### src/rtl/dm_pkg.sv
// Shared definitions for the data memory and its access arbiter:
// access-type encodings, arbiter state enum and access size helper.
package dm_pkg;

    localparam logic [2:0] DM_WORD   = 3'b000;
    localparam logic [2:0] DM_HALF   = 3'b001;
    localparam logic [2:0] DM_HALF_U = 3'b010;
    localparam logic [2:0] DM_BYTE   = 3'b011;
    localparam logic [2:0] DM_BYTE_U = 3'b100;

    typedef enum logic [1:0] {
        ST_IDLE   = 2'd0,
        ST_ACCESS = 2'd1,
        ST_DONE   = 2'd2
    } dm_arb_state_t;

    // Zero marks an encoding that is not a legal access type.
    function automatic logic [2:0] dm_nbytes(input logic [2:0] t);
        case (t)
            DM_WORD:            return 3'd4;
            DM_HALF, DM_HALF_U: return 3'd2;
            DM_BYTE, DM_BYTE_U: return 3'd1;
            default:            return 3'd0;
        endcase
    endfunction

endpackage

### src/rtl/dm_arbiter_if.sv
// Bundle of both requester handshakes plus the shared dm access port.
interface dm_arbiter_if #(
    parameter int AW = 7,
    parameter int DW = 32
);
    logic          m0_req, m0_wr, m0_ack, m0_err;
    logic [AW-1:0] m0_addr;
    logic [DW-1:0] m0_wdata, m0_rdata;
    logic [2:0]    m0_type;

    logic          m1_req, m1_wr, m1_ack, m1_err;
    logic [AW-1:0] m1_addr;
    logic [DW-1:0] m1_wdata, m1_rdata;
    logic [2:0]    m1_type;

    logic          dm_we;
    logic [AW-1:0] dm_addr;
    logic [DW-1:0] dm_din, dm_dout;
    logic [2:0]    dm_type;
    logic          busy;

    modport arb (
        input  m0_req, m0_wr, m0_addr, m0_wdata, m0_type,
        input  m1_req, m1_wr, m1_addr, m1_wdata, m1_type,
        input  dm_dout,
        output m0_ack, m0_rdata, m0_err,
        output m1_ack, m1_rdata, m1_err,
        output dm_we, dm_addr, dm_din, dm_type, busy
    );

    modport master (
        output m0_req, m0_wr, m0_addr, m0_wdata, m0_type,
        output m1_req, m1_wr, m1_addr, m1_wdata, m1_type,
        input  m0_ack, m0_rdata, m0_err,
        input  m1_ack, m1_rdata, m1_err, busy
    );

    modport mem (
        input  dm_we, dm_addr, dm_din, dm_type,
        output dm_dout
    );

endinterface

### src/rtl/dm_rr_arb2.sv
// Combinational two-way round-robin picker; on a tie the port that did
// not win last time is chosen.
module dm_rr_arb2 (
    input  logic [1:0] i_req,
    input  logic       i_last_grant,
    output logic       o_gnt_valid,
    output logic       o_gnt_id
);

    assign o_gnt_valid = |i_req;

    always_comb begin
        o_gnt_id = i_req[1];
        if (i_req == 2'b11)
            o_gnt_id = ~i_last_grant;
    end

endmodule

### src/rtl/dm_arbiter.sv
// Two-port arbiter/sequencer for the byte-addressed data memory: one
// access per grant, IDLE -> ACCESS -> DONE, all outputs registered.
module dm_arbiter
    import dm_pkg::*;
#(
    parameter int AW = 7,
    parameter int DW = 32
) (
    input  logic      clk,
    input  logic      rst,
    dm_arbiter_if.arb bus
);

    localparam logic [AW:0] MEM_BYTES = {1'b1, {AW{1'b0}}};

    dm_arb_state_t r_state;
    logic          r_last_grant, r_gid, r_wr, r_err, r_busy;
    logic          r_m0_ack, r_m1_ack, r_m0_err, r_m1_err;
    logic [DW-1:0] r_m0_rdata, r_m1_rdata;
    logic          r_dm_we;
    logic [AW-1:0] r_dm_addr;
    logic [DW-1:0] r_dm_din;
    logic [2:0]    r_dm_type;

    logic          w_gnt_valid, w_gnt_id, w_tie, w_sel_wr, w_err;
    logic [AW-1:0] w_sel_addr;
    logic [DW-1:0] w_sel_wdata, w_rdata_cap;
    logic [2:0]    w_sel_type, w_nb;
    logic [AW:0]   w_end;

    dm_rr_arb2 u_rr (
        .i_req        ({bus.m1_req, bus.m0_req}),
        .i_last_grant (r_last_grant),
        .o_gnt_valid  (w_gnt_valid),
        .o_gnt_id     (w_gnt_id)
    );

    assign w_tie       = bus.m0_req & bus.m1_req;
    assign w_sel_wr    = w_gnt_id ? bus.m1_wr    : bus.m0_wr;
    assign w_sel_addr  = w_gnt_id ? bus.m1_addr  : bus.m0_addr;
    assign w_sel_wdata = w_gnt_id ? bus.m1_wdata : bus.m0_wdata;
    assign w_sel_type  = w_gnt_id ? bus.m1_type  : bus.m0_type;

    // One extra bit so an access ending exactly at the top of memory is legal.
    assign w_nb        = dm_nbytes(w_sel_type);
    assign w_end       = {1'b0, w_sel_addr} + (AW+1)'(w_nb);
    assign w_err       = (w_nb == 3'd0) || (w_end > MEM_BYTES);
    assign w_rdata_cap = (r_wr | r_err) ? '0 : bus.dm_dout;

    always_ff @(posedge clk or posedge rst) begin
        if (rst) begin
            r_state      <= ST_IDLE;
            r_last_grant <= 1'b1;
            r_gid        <= 1'b0;
            r_wr         <= 1'b0;
            r_err        <= 1'b0;
            r_busy       <= 1'b0;
            r_m0_ack     <= 1'b0;
            r_m1_ack     <= 1'b0;
            r_m0_err     <= 1'b0;
            r_m1_err     <= 1'b0;
            r_m0_rdata   <= '0;
            r_m1_rdata   <= '0;
            r_dm_we      <= 1'b0;
            r_dm_addr    <= '0;
            r_dm_din     <= '0;
            r_dm_type    <= DM_WORD;
        end else begin
            case (r_state)
                ST_IDLE: begin
                    if (w_gnt_valid) begin
                        if (w_tie)
                            r_last_grant <= w_gnt_id;
                        r_gid     <= w_gnt_id;
                        r_wr      <= w_sel_wr;
                        r_err     <= w_err;
                        r_dm_we   <= w_sel_wr & ~w_err;
                        r_dm_addr <= w_sel_addr;
                        r_dm_din  <= w_sel_wdata;
                        r_dm_type <= w_sel_type;
                        r_busy    <= 1'b1;
                        r_state   <= ST_ACCESS;
                    end
                end
                ST_ACCESS: begin
                    r_dm_we   <= 1'b0;
                    r_dm_addr <= '0;
                    r_dm_din  <= '0;
                    r_dm_type <= DM_WORD;
                    r_m0_ack  <= ~r_gid;
                    r_m1_ack  <= r_gid;
                    // Only the granted port's rdata moves; the other keeps its last value.
                    if (r_gid) begin
                        r_m1_rdata <= w_rdata_cap;
                        r_m1_err   <= r_err;
                    end else begin
                        r_m0_rdata <= w_rdata_cap;
                        r_m0_err   <= r_err;
                    end
                    r_state <= ST_DONE;
                end
                ST_DONE: begin
                    r_m0_ack <= 1'b0;
                    r_m1_ack <= 1'b0;
                    r_m0_err <= 1'b0;
                    r_m1_err <= 1'b0;
                    r_busy   <= 1'b0;
                    r_state  <= ST_IDLE;
                end
                default: r_state <= ST_IDLE;
            endcase
        end
    end

    assign bus.m0_ack   = r_m0_ack;
    assign bus.m0_err   = r_m0_err;
    assign bus.m0_rdata = r_m0_rdata;
    assign bus.m1_ack   = r_m1_ack;
    assign bus.m1_err   = r_m1_err;
    assign bus.m1_rdata = r_m1_rdata;
    assign bus.dm_we    = r_dm_we;
    assign bus.dm_addr  = r_dm_addr;
    assign bus.dm_din   = r_dm_din;
    assign bus.dm_type  = r_dm_type;
    assign bus.busy     = r_busy;

endmodule

### src/flat_wrapper.sv
// flat-port wrapper written by rule: the top's interface ports become plain ports
module dm_arbiter_flat import dm_pkg::*;
#(
    parameter int AW = 7,
    parameter int DW = 32
)
  (clk, rst, bus_m0_req, bus_m0_wr, bus_m0_addr, bus_m0_wdata, bus_m0_type, bus_m1_req, bus_m1_wr, bus_m1_addr, bus_m1_wdata, bus_m1_type, bus_dm_dout, bus_m0_ack, bus_m0_rdata, bus_m0_err, bus_m1_ack, bus_m1_rdata, bus_m1_err, bus_dm_we, bus_dm_addr, bus_dm_din, bus_dm_type, bus_busy);
  dm_arbiter_if #(.AW(AW), .DW(DW)) bus_i ();
  input  logic clk;
  input  logic rst;
  input wire logic [$bits(bus_i.m0_req)-1:0] bus_m0_req;
  input wire logic [$bits(bus_i.m0_wr)-1:0] bus_m0_wr;
  input wire logic [$bits(bus_i.m0_addr)-1:0] bus_m0_addr;
  input wire logic [$bits(bus_i.m0_wdata)-1:0] bus_m0_wdata;
  input wire logic [$bits(bus_i.m0_type)-1:0] bus_m0_type;
  input wire logic [$bits(bus_i.m1_req)-1:0] bus_m1_req;
  input wire logic [$bits(bus_i.m1_wr)-1:0] bus_m1_wr;
  input wire logic [$bits(bus_i.m1_addr)-1:0] bus_m1_addr;
  input wire logic [$bits(bus_i.m1_wdata)-1:0] bus_m1_wdata;
  input wire logic [$bits(bus_i.m1_type)-1:0] bus_m1_type;
  input wire logic [$bits(bus_i.dm_dout)-1:0] bus_dm_dout;
  output wire logic [$bits(bus_i.m0_ack)-1:0] bus_m0_ack;
  output wire logic [$bits(bus_i.m0_rdata)-1:0] bus_m0_rdata;
  output wire logic [$bits(bus_i.m0_err)-1:0] bus_m0_err;
  output wire logic [$bits(bus_i.m1_ack)-1:0] bus_m1_ack;
  output wire logic [$bits(bus_i.m1_rdata)-1:0] bus_m1_rdata;
  output wire logic [$bits(bus_i.m1_err)-1:0] bus_m1_err;
  output wire logic [$bits(bus_i.dm_we)-1:0] bus_dm_we;
  output wire logic [$bits(bus_i.dm_addr)-1:0] bus_dm_addr;
  output wire logic [$bits(bus_i.dm_din)-1:0] bus_dm_din;
  output wire logic [$bits(bus_i.dm_type)-1:0] bus_dm_type;
  output wire logic [$bits(bus_i.busy)-1:0] bus_busy;
  assign bus_i.m0_req = bus_m0_req;
  assign bus_i.m0_wr = bus_m0_wr;
  assign bus_i.m0_addr = bus_m0_addr;
  assign bus_i.m0_wdata = bus_m0_wdata;
  assign bus_i.m0_type = bus_m0_type;
  assign bus_i.m1_req = bus_m1_req;
  assign bus_i.m1_wr = bus_m1_wr;
  assign bus_i.m1_addr = bus_m1_addr;
  assign bus_i.m1_wdata = bus_m1_wdata;
  assign bus_i.m1_type = bus_m1_type;
  assign bus_i.dm_dout = bus_dm_dout;
  assign bus_m0_ack = bus_i.m0_ack;
  assign bus_m0_rdata = bus_i.m0_rdata;
  assign bus_m0_err = bus_i.m0_err;
  assign bus_m1_ack = bus_i.m1_ack;
  assign bus_m1_rdata = bus_i.m1_rdata;
  assign bus_m1_err = bus_i.m1_err;
  assign bus_dm_we = bus_i.dm_we;
  assign bus_dm_addr = bus_i.dm_addr;
  assign bus_dm_din = bus_i.dm_din;
  assign bus_dm_type = bus_i.dm_type;
  assign bus_busy = bus_i.busy;
  dm_arbiter #(.AW(AW), .DW(DW)) u_core (.clk(clk), .rst(rst), .bus(bus_i));
endmodule
### config.mk
export PLATFORM = sky130hd
export DESIGN_NAME = dm_arbiter_flat
export DESIGN_NICKNAME = d
export VERILOG_FILES = /design/src/rtl/dm_pkg.sv /design/src/rtl/dm_arbiter_if.sv /design/src/rtl/dm_rr_arb2.sv /design/src/rtl/dm_arbiter.sv /design/src/flat_wrapper.sv
export SDC_FILE = /design/constraint.sdc
export NUM_CORES = 1
export LEC_CHECK = 0
export CORE_ASPECT_RATIO = 1.25
export CORE_MARGIN = 4
export CORE_UTILIZATION = 25
export DETAILED_ROUTE_END_ITERATION = 10
export PLACE_DENSITY = 0.56
export SYNTH_ARGS = -nofsm -noshare
export SYNTH_HDL_FRONTEND = slang
export SYNTH_HIERARCHICAL = 1
export SYNTH_SLANG_ARGS = --single-unit
### constraint.sdc
create_clock -name clk -period 7.9 [get_ports clk]
set_clock_uncertainty 0.15 [all_clocks]
set_input_delay 0.79 -clock clk [delete_from_list [all_inputs] [get_ports clk]]
set_output_delay 0.79 -clock clk [all_outputs]
set_load 0.05 [all_outputs]
; Word level (Yosys, flattened, before mapping)
; Cells that the tools add are included.
[word_totals]
ff_bits = 118
wordCells = 77
in_bits = 122
mem_bits_rw = 0
rom_bits = 0
n_memories = 0
output_inout_bits = 112
latchBits = 0
[op_classes]
div_mod_pow = 0
mul = 0
n_lt_le_gt_ge = 1
eq_ne = 10
n_bitwise = 6
n_addsub = 1
shift = 0
reduce_logical = 18
muxes = 25
[op_table]
columns = operator, count
row1 = $mux 32, 3
row2 = $pmux 32 s2, 1
row3 = $mux 7, 2
row4 = $pmux 7 s2, 1
row5 = $reduce_and 2->1, 7
row6 = $pmux 1 s2, 6
row7 = $pmux 3 s3, 1
row8 = $add 7x3->8, 1
row9 = $gt 8x8->1 const B, 1
row10 = $eq 3x2->1 const B, 2
row11 = $logic_not 3->1, 2
row12 = $mux 1, 6
row13 = $mux 3, 2
row14 = $pmux 3 s2, 1
row15 = $reduce_bool 2->1, 3
row16 = $reduce_or 2->1, 3
row17 = $eq 2x2->1 const B, 2
row18 = $ne 2x2->1 const B, 2
row19 = $pmux 2 s2, 1
row20 = $eq 3x1->1 const B, 1
row21 = $eq 3x3->1 const B, 1
row22 = $not 1->1, 3
row23 = $reduce_and 3->1, 1
row24 = $and 1x1->1, 2
row25 = 6 further kinds, 6

; Depth between registers and ports, before layout
; Gate-level depths: netlist of run 1.
[depth]
ltp_word = 13
depth_mapped = 13
ltp_nobuf = 11

; By module
; Netlist of run 1, hierarchy kept.
[modules_own_cells]
columns = module, area_per_inst_um2, cells_per_inst, seq_area_each_um2, instances
row1 = dm_arbiter, 5190.0, 513, 2954.1, 1
row2 = dm_rr_arb2, 13.8, 2, 0.0, 1

; Worst setup path after synthesis of run 1
; OpenSTA, ideal clock, no wires.
[synth_path]
kind = input to register
from = input bus_m1_req
to = register u_core.r_dm_we, in the netlist u_core/bus.dm_we
path_buffers = 3
slack_ns = 4.787
arrival_time_ns = 2.842
stages = 13
required_time_ns = 7.629
setup_ns = 0.121
path_cell_list = a21boi_1 > buf_6 > buf_6 > buf_2 > a221oi_1 > a21oi_1 > ha_1 > inv_1 > fa_1 > xnor2_1 > nor3b_1 > a211o_1 > a22o_1
[synth_between]
elab_chain_len = 13
word_cells_on_any_way = 24
cone_classes = 1 x add/sub / 1 x order compare / 6 x eq/ne / 7 x mux / 2 x bitwise / 7 x reduce/logical
[synth_rtl]
columns = element, line
row1 = "start, declared", flat_wrapper.sv:16  ; input wire logic [$bits(bus_i.m1_req)-1:0] bus_m1_req;
row2 = $eq 2x2->1, dm_rr_arb2.sv:14  ; if (i_req == 2'b11)
row3 = $mux 1, dm_rr_arb2.sv:14
row4 = $mux 3, dm_arbiter.sv:42  ; assign w_sel_type = w_gnt_id ? bus.m1_type : bus.m0_type;
row5 = $eq 3x2->1 (tied with other cells), dm_pkg.sv:19  ; case (t)
row6 = $reduce_or 2->1, dm_pkg.sv:19
row7 = $pmux 3 s3, dm_pkg.sv:19
row8 = $add 7x3->8, dm_arbiter.sv:46  ; assign w_end = {1'b0, w_sel_addr} + (AW+1)'(w_nb);
row9 = $gt 8x8->1, dm_arbiter.sv:47  ; assign w_err = (w_nb == 3'd0) || (w_end > MEM_BYTES);
row10 = $logic_or 1x1->1, dm_arbiter.sv:47
row11 = $not 1->1, dm_arbiter.sv:77  ; r_dm_we <= w_sel_wr & ~w_err;
row12 = $and 1x1->1, dm_arbiter.sv:77
row13 = $mux 1, dm_arbiter.sv:71  ; if (w_gnt_valid) begin
row14 = $pmux 1 s2, dm_arbiter.sv:69  ; case (r_state)
row15 = "end signal, assigned", dm_arbiter.sv:77
row16 = "end, declared", dm_arbiter.sv:20  ; logic r_dm_we;
; Several ways; a longest one is shown, not always the timed one. The select of a mux whose other input is x is not followed.
; A chain may end at the register's enable or synchronous reset.

; Worst setup path in the final report of run 1
[layout_path]
from = input bus_m1_req
to = register u_core.r_dm_we, in the netlist u_core/bus.dm_we
[layout_between]
elab_chain_len = 13
word_cells_on_any_way = 24
cone_classes = 1 x add/sub / 1 x order compare / 6 x eq/ne / 7 x mux / 2 x bitwise / 7 x reduce/logical
[layout_rtl]
columns = element, line
row1 = $eq 2x2->1, dm_rr_arb2.sv:14
row2 = $mux 1 (*), dm_rr_arb2.sv:14
row3 = net u_core.w_gnt_id, dm_arbiter.sv:25  ; logic w_gnt_valid, w_gnt_id, w_tie, w_sel_wr, w_err;
row4 = $mux 3, dm_arbiter.sv:42
row5 = $eq 3x2->1 (tied with other cells), dm_pkg.sv:19
row6 = $reduce_or 2->1, dm_pkg.sv:19
row7 = $pmux 3 s3, dm_pkg.sv:19
row8 = $add 7x3->8, dm_arbiter.sv:46
row9 = $gt 8x8->1, dm_arbiter.sv:47
row10 = $logic_or 1x1->1, dm_arbiter.sv:47
row11 = $not 1->1, dm_arbiter.sv:77
row12 = $and 1x1->1 (*), dm_arbiter.sv:77
row13 = $mux 1 (*), dm_arbiter.sv:71
row14 = $pmux 1 s2 (*), dm_arbiter.sv:69
; Mark *: on every way through the listed nets, which the timed path passes. The rest lies on a longest branch. The select of a mux whose other input is x is not followed.

==> run metrics, run 1 <==
post-CTS setup buffer count 0; Die Y 169 µm; antenna-violating nets left 0; area grow syn2layout 59.5%; global-route wire length before repair 23.6 mm; DIE WIDTH 137 µm; RSZ-0062 raised after global routing false; hold path startpoint u_core/bus.m1_rdata[24]$_DFFE_PP0P_; Crit Path Class in -> reg; switching part of the total 46.2%; FF-to-FF End u_core/bus.dm_we$_DFFE_PP0P_; FF+latch area 2950 µm²; Routability Congestion 0.733; syn_nets 644; cell taking the most area after synthesis dfrtp_1; Slowest-stage cell, CP buf_4; area of the multi-input gates 1990 µm²; worst skew pair latency 0.40 ns; Gate power share 51.1%; peak supply drop 0.151 mV; critical path data arrival time 3.85 ns; Worst path max stage delay 0.61 ns; Core Footprint 20300 µm²; # resized after CTS 0; FF+latch count, synth 118; Top FF cell, synth dfrtp_1; EDFF count, synth 0; Rel. slew slack 26.6%; post-DR wirelength/cell 15.1 µm; grt ovf 0; yosys warns 6; cts bufs inserted 17; CP endpoint kind flip-flop; top cells by area, synth dfrtp_1, nand2_1, mux2i_1; Max Cap Viol 0; total number of vias 4382; H-tree lvl count 4; Hold Buf Count CTS 0; Max Buffers Root-to-Sink 2; HP Class reg -> reg; Residual DRC 0; share of layout cells above drive strength 1 7.06%; Post-Synthesis Cells 515; clock sink total 118; P_int 1.92 mW; Fin Setup TNS 0 ns; effective utilization at floorplan 25.6%; sequential fraction of the synthesis area 56.8%; top post-synthesis cells by count nand2_1, dfrtp_1, o21ai_0, mux2i_1, o21ai_1; Antenna diodes 0; Yosys cell types 40; antenna violations before repair 0; outcome complete, no violations; CTS tree done; Final Cycle Share 47.1%; critical-path cell list clkdlybuf4s50_1 -> a21boi_4 -> buf_4 -> mux2i_1 -> o211ai_1 -> fa_1 -> xnor2_1 -> nor3b_1 -> a211o_1 -> a22o_1; top-area cell type share of the netlist area 56.3%; port buffer count 233; Required @ worst endpoint 8.03 ns; Critical Path End u_core/bus.dm_we$_DFFE_PP0P_; Ports 234; fillers 2057; NetSw 1.65 mW; number of global-route vias before repair 4339; final setup fails 0; Initial DRC Count 118; final net count 867; PwrDens 430 nW/µm²; Worst-Margin Slew 1.10 ns; reg2reg setup slack 4.73 ns; crit path max fanout 53; post-DP HPWL 11.1 mm; cell row count 58; Avg Inst Size Synth 10.1 µm²; gr usage total 13.0%; leakage power 3.55 nW; Seq pwr share 26.6%; Setup crit start bus_m1_req; number of detailed-route iterations in the first pass 5; CP Launch Type primary input; Tmin final 3.72 ns; reg-to-reg startpoint u_core/r_last_grant$_DFFE_PP1P_; final hold vios 0; Clock power frac 22.3%; Syn Std Cell Area 5200 µm²; Synth async-reset ratio 100%; largest net degree at the start of global routing 65; Die ar. 23200 µm²; Post-Route WL 15.4 mm; drt via density 4.29; CTS root buf clkbuf_16; top-count cell post-synth nand2_1; Fmax 269 MHz; post-layout util 40.9%; Worst-path clk slew 0.06 ns; Final Max Tran Viols 0; reg2reg path depth 9
-- kinds of logic after synthesis --
family | count (synthesis) | synth area share (%)
and+or+nand+nor | 167 | 13.0
xor gates and xnor gates | 3 | 0.505
DFF | 118 | 56.8
buffers and inverters | 43 | 5.27
AOI/OAI and AO/OA | 130 | 13.5
muxes | 47 | 9.16
adders and majority gates | 7 | 1.83
-- critical path, delay by kind of cell --
family	cells	cell delay, ns
AOI/OAI and AO/OA	4	0.83
adders and majority gates	1	0.46
xor gates and xnor gates	1	0.16
buffers and inverters	2	1.11
and+or+nand+nor	1	0.06
muxes	1	0.41
-- state kept, by name, summed over array words and instances, names as in the netlist --
name                 flops
u_core/bus.m1_ack        1
u_core/r_err             1
u_core/bus.dm_we         1
u_core/bus.m0_rdata     32
u_core/bus.m1_err        1
u_core/bus.dm_din       32
u_core/r_state           2
u_core/r_wr              1
u_core/r_gid             1
u_core/bus.m0_err        1
u_core/bus.dm_addr       7
u_core/bus.m0_ack        1
u_core/bus.busy          1
u_core/bus.dm_type       3
u_core/bus.m1_rdata     32
u_core/r_last_grant      1
-- power groups by stage --
stage / clock network (mW) / registers (mW) / logic (mW)
after floorplan: 0 / 1.65 / 0.566
after global placement: 0 / 0.958 / 1.85
after detailed placement: 0 / 0.962 / 1.86
after CTS: 0.818 / 0.954 / 1.86
after global routing: 0.851 / 0.981 / 1.96
final: 0.795 / 0.948 / 1.83
-- per-stage QoR --
stage	instance area (µm²)	cells	hold WS, ns	total power [mW]	worst slack, ns
2_1_floorplan	5200	515	0.301	2.21	3.83
3_3_place_gp	7690	989	0.310	2.80	3.78
3_5_place_dp	7690	989	0.320	2.82	3.70
4_1_cts	8300	1021	0.332	3.63	4.12
5_1_grt	8300	1021	0.349	3.79	3.93
6_report	8300	1021	0.325	3.57	4.18
-- cell usage in the layout, fill, tap and decap left out, types with 4 or more instances in the layout --
cell type        instances
a22o_1                   5
a21oi_1                  7
mux2i_1                 42
clkinvlp_4               4
o21ai_1                 40
clkdlybuf4s50_1        233
clkbuf_16               17
mux2_2                   5
ha_1                     6
dfrtp_1                117
o21ai_0                 70
buf_4                    4
nand2_1                141
inv_1                    8
nor2_1                   9
-- cell type report --
type / instances / share of cell area, %
Sequential cell: 118 / 35.6
Inverter: 10 / 0.482
Tap cell: 270 / 4.07
Clock buffer: 18 / 5.29
Clock inverter: 14 / 2.09
Timing Repair Buffer: 237 / 28.5
Multi-Input combinational cell: 354 / 24.0
-- routing by layer --
layer,GRT usage [%],share of wire [%],wire length [µm]
met5,0,0,0
met4,3.56,0.81,124
met3,6.49,11,1750
met2,21.2,48,7390
met1,15.2,40,6110
-- how the worst min path moves through the flow --
stage / endpoint / slack (ns) / depth (start not counted)
global placement: u_core/bus.m0_rdata[2]$_DFFE_PP0P_ / 0.31 / 2
CTS: u_core/bus.m0_rdata[13]$_DFFE_PP0P_ / 0.33 / 2
floorplan: u_core/r_wr$_DFFE_PP0P_ / 0.30 / 2
detailed placement: u_core/bus.m1_rdata[24]$_DFFE_PP0P_ / 0.32 / 2
global route: u_core/bus.m0_rdata[14]$_DFFE_PP0P_ / 0.35 / 2
finish: u_core/bus.m1_rdata[24]$_DFFE_PP0P_ / 0.33 / 2
(Power assumes the default switching activity.)
==> run 2: changes to the inputs <==
Clock period 7.9 ns to 3.5 ns, I/O delays scaled along.
==> run 2 against run 1 <==
Wire length about the same. Global-route usage rose by 0.11 points. Core utilization is 0.055 points lower. Power is 120% higher. Via count is 0.57% higher. Clock-buffer cell count rose by 1. Highest routed layer unchanged. Combinational power up 130%. Sequential power up 130%. Register-to-register slack got worse by 3.9 ns.
==> run metrics, run 2 (synthesis results as in run 1) <==
DIE WIDTH 137 µm (unchanged); setup slack at placement 0.328 ns (was 3.70 ns); CP Launch Type primary input (unchanged); final setup fails 0 (unchanged); Initial DRC Count 145 (was 118); Tmin final 2.77 ns; reg-to-reg startpoint u_core/r_last_grant$_DFFE_PP1P_ (unchanged); Final Max Tran Viols 0 (unchanged); Max Buffers Root-to-Sink 2 (unchanged); PwrDens 955 nW/µm² (was 430 nW/µm²); Antenna diodes 0 (unchanged); H-tree lvl count 4 (unchanged); antenna violations before repair 0 (unchanged); area grow syn2layout 59.3% (was 59.5%); port buffer count 233 (unchanged); area of the multi-input gates 1990 µm² (unchanged); final hold vios 0 (unchanged); CP endpoint kind flip-flop (unchanged); Clock power frac 20.6% (was 22.3%); reg2reg path depth 10 (was 9); Post-Route WL 15.4 mm (about the same); # resized after CTS 0 (unchanged); Rel. slew slack 55.6% (was 26.6%); cell row count 58 (unchanged); gr usage total 13.1% (was 13.0%); HP Class in -> async (was reg -> reg); Hold Buf Count CTS 0 (unchanged); CTS root buf clkbuf_16 (unchanged); number of global-route vias before repair 4435 (was 4339); Fin Setup TNS 0 ns (unchanged); peak supply drop 0.547 mV (was 0.151 mV); P_int 4.21 mW (was 1.92 mW); post-layout util 40.8% (was 40.9%); outcome complete, no violations (unchanged); FF+latch area 2950 µm² (unchanged); critical path data arrival time 2.91 ns (was 3.85 ns); Die Y 169 µm (unchanged); post-DP HPWL 11.2 mm (was 11.1 mm); leakage power 3.54 nW (was 3.55 nW); Die ar. 23200 µm² (unchanged); fillers 2080 (was 2057); RSZ-0062 raised after global routing false (unchanged); grt ovf 0 (unchanged); Worst-Margin Slew 0.667 ns (was 1.10 ns); global-route wire length before repair 23.8 mm (was 23.6 mm); reg2reg setup slack 0.81 ns (was 4.73 ns); Residual DRC 0 (unchanged); Final Non-Filler Cells 1024 (was 1021); Fmax 361 MHz; placed cell count 993 (was 989); most frequent cells in the layout clkdlybuf4s50_1, nand2_1, dfrtp_1 (unchanged); antenna-violating nets left 0 (unchanged); Gate power share 52.4% (was 51.1%); final net count 871 (was 867); Final Cycle Share 79.1%; Max Cap Viol 0 (unchanged); setup ws final 0.731 ns (was 4.18 ns); NetSw 3.71 mW (was 1.65 mW); crit path max fanout 9 (was 53); worst skew pair latency 0.40 ns (about the same); switching part of the total 46.8% (was 46.2%); Core Footprint 20300 µm² (unchanged); commonest non-fill, non-tap cell in the layout clkdlybuf4s50_1 (unchanged); Ports 234 (unchanged); Routability Congestion 0.768 (was 0.733); Worst-path clk slew 0.05 ns (was 0.06 ns); clock sink total 118 (unchanged); Seq pwr share 27.0% (was 26.6%); largest net degree at the start of global routing 119 (was 65); FF-to-FF End u_core/bus.dm_we$_DFFE_PP0P_ (unchanged); drt via density 4.30 (was 4.29); hold_ws 0.317 ns (was 0.325 ns); Required @ worst endpoint 3.64 ns (was 8.03 ns); final instance area 8290 µm² (was 8300 µm²); DP Area 7730 µm² (was 7690 µm²); cts bufs inserted 17 (unchanged); total number of vias 4407 (was 4382); post-CTS setup buffer count 0 (unchanged); Power, Total 7.92 mW (was 3.57 mW); Crit Path Class in -> reg (unchanged); effective utilization at floorplan 25.6% (unchanged); share of layout cells above drive strength 1 7.43% (was 7.06%); number of detailed-route iterations in the first pass 4 (was 5); post-DR wirelength/cell 15.0 µm (was 15.1 µm); CTS tree done (unchanged)
==> run 2: changes by cell type in the layout (fill, tap and decap cells not counted), moves of 2 or more <==
cell and delta:
clkinvlp_4 +2, clkinv_4 -2, buf_4 +3, clkinv_2 +2, bufinv_16 -2
==> run 2: per-layer routing <==
layer	up-vias	wire, µm	share of wire (%)	track usage [%]
li1	2189	-	-	-
met1	2036	6300	41	15.9
met2	167	7280	47	20.9
met3	15	1560	10	5.90
met4	0	226	1.5	4.30
met5	-	0	0	0
==> run 2: power groups by stage <==
stage | combinational, mW | sequential [mW] | clock (mW)
6_report | 4.15 | 2.14 | 1.63
5_1_grt | 4.45 | 2.21 | 1.75
4_1_cts | 4.22 | 2.15 | 1.68
3_5_place_dp | 4.21 | 2.17 | 0
3_3_place_gp | 4.19 | 2.15 | 0
2_1_floorplan | 1.28 | 3.72 | 0
==> run 2: layout make-up <==
type,count,area share [%]
clock inverter,12,1.27
tap,270,4.07
timing repair buffer,241,29.0
sequential,118,35.6
inverter,10,0.498
multi-input combinational,354,24.1
clock buffer,19,5.46
==> run 2: critical path: stages <==
cell and delay (ns):
clkdlybuf4s50_1 0.49, a21boi_4 0.31, buf_4 0.22, a221oi_1 0.06, a21oi_1 0.16, ha_1 0.19
inv_1 0.06, fa_1 0.38, xnor2_1 0.16, nor3b_1 0.07, a211o_1 0.28, a22o_1 0.18
==> run 2: worst max-delay path by stage <==
stage / to / slack, ns / depth (start not counted) / start
6_report: u_core/bus.dm_we$_DFFE_PP0P_ / 0.73 / 12 / bus_m1_req
2_1_floorplan: u_core/bus.dm_we$_DFFE_PP0P_ / 0.74 / 12 / u_core/r_last_grant$_DFFE_PP1P_
3_5_place_dp: u_core/bus.dm_we$_DFFE_PP0P_ / 0.33 / 12 / bus_m1_req
5_1_grt: u_core/bus.dm_we$_DFFE_PP0P_ / 0.61 / 12 / bus_m1_req
4_1_cts: u_core/bus.dm_we$_DFFE_PP0P_ / 0.75 / 12 / bus_m1_req
3_3_place_gp: u_core/bus.dm_we$_DFFE_PP0P_ / 0.37 / 12 / bus_m1_req
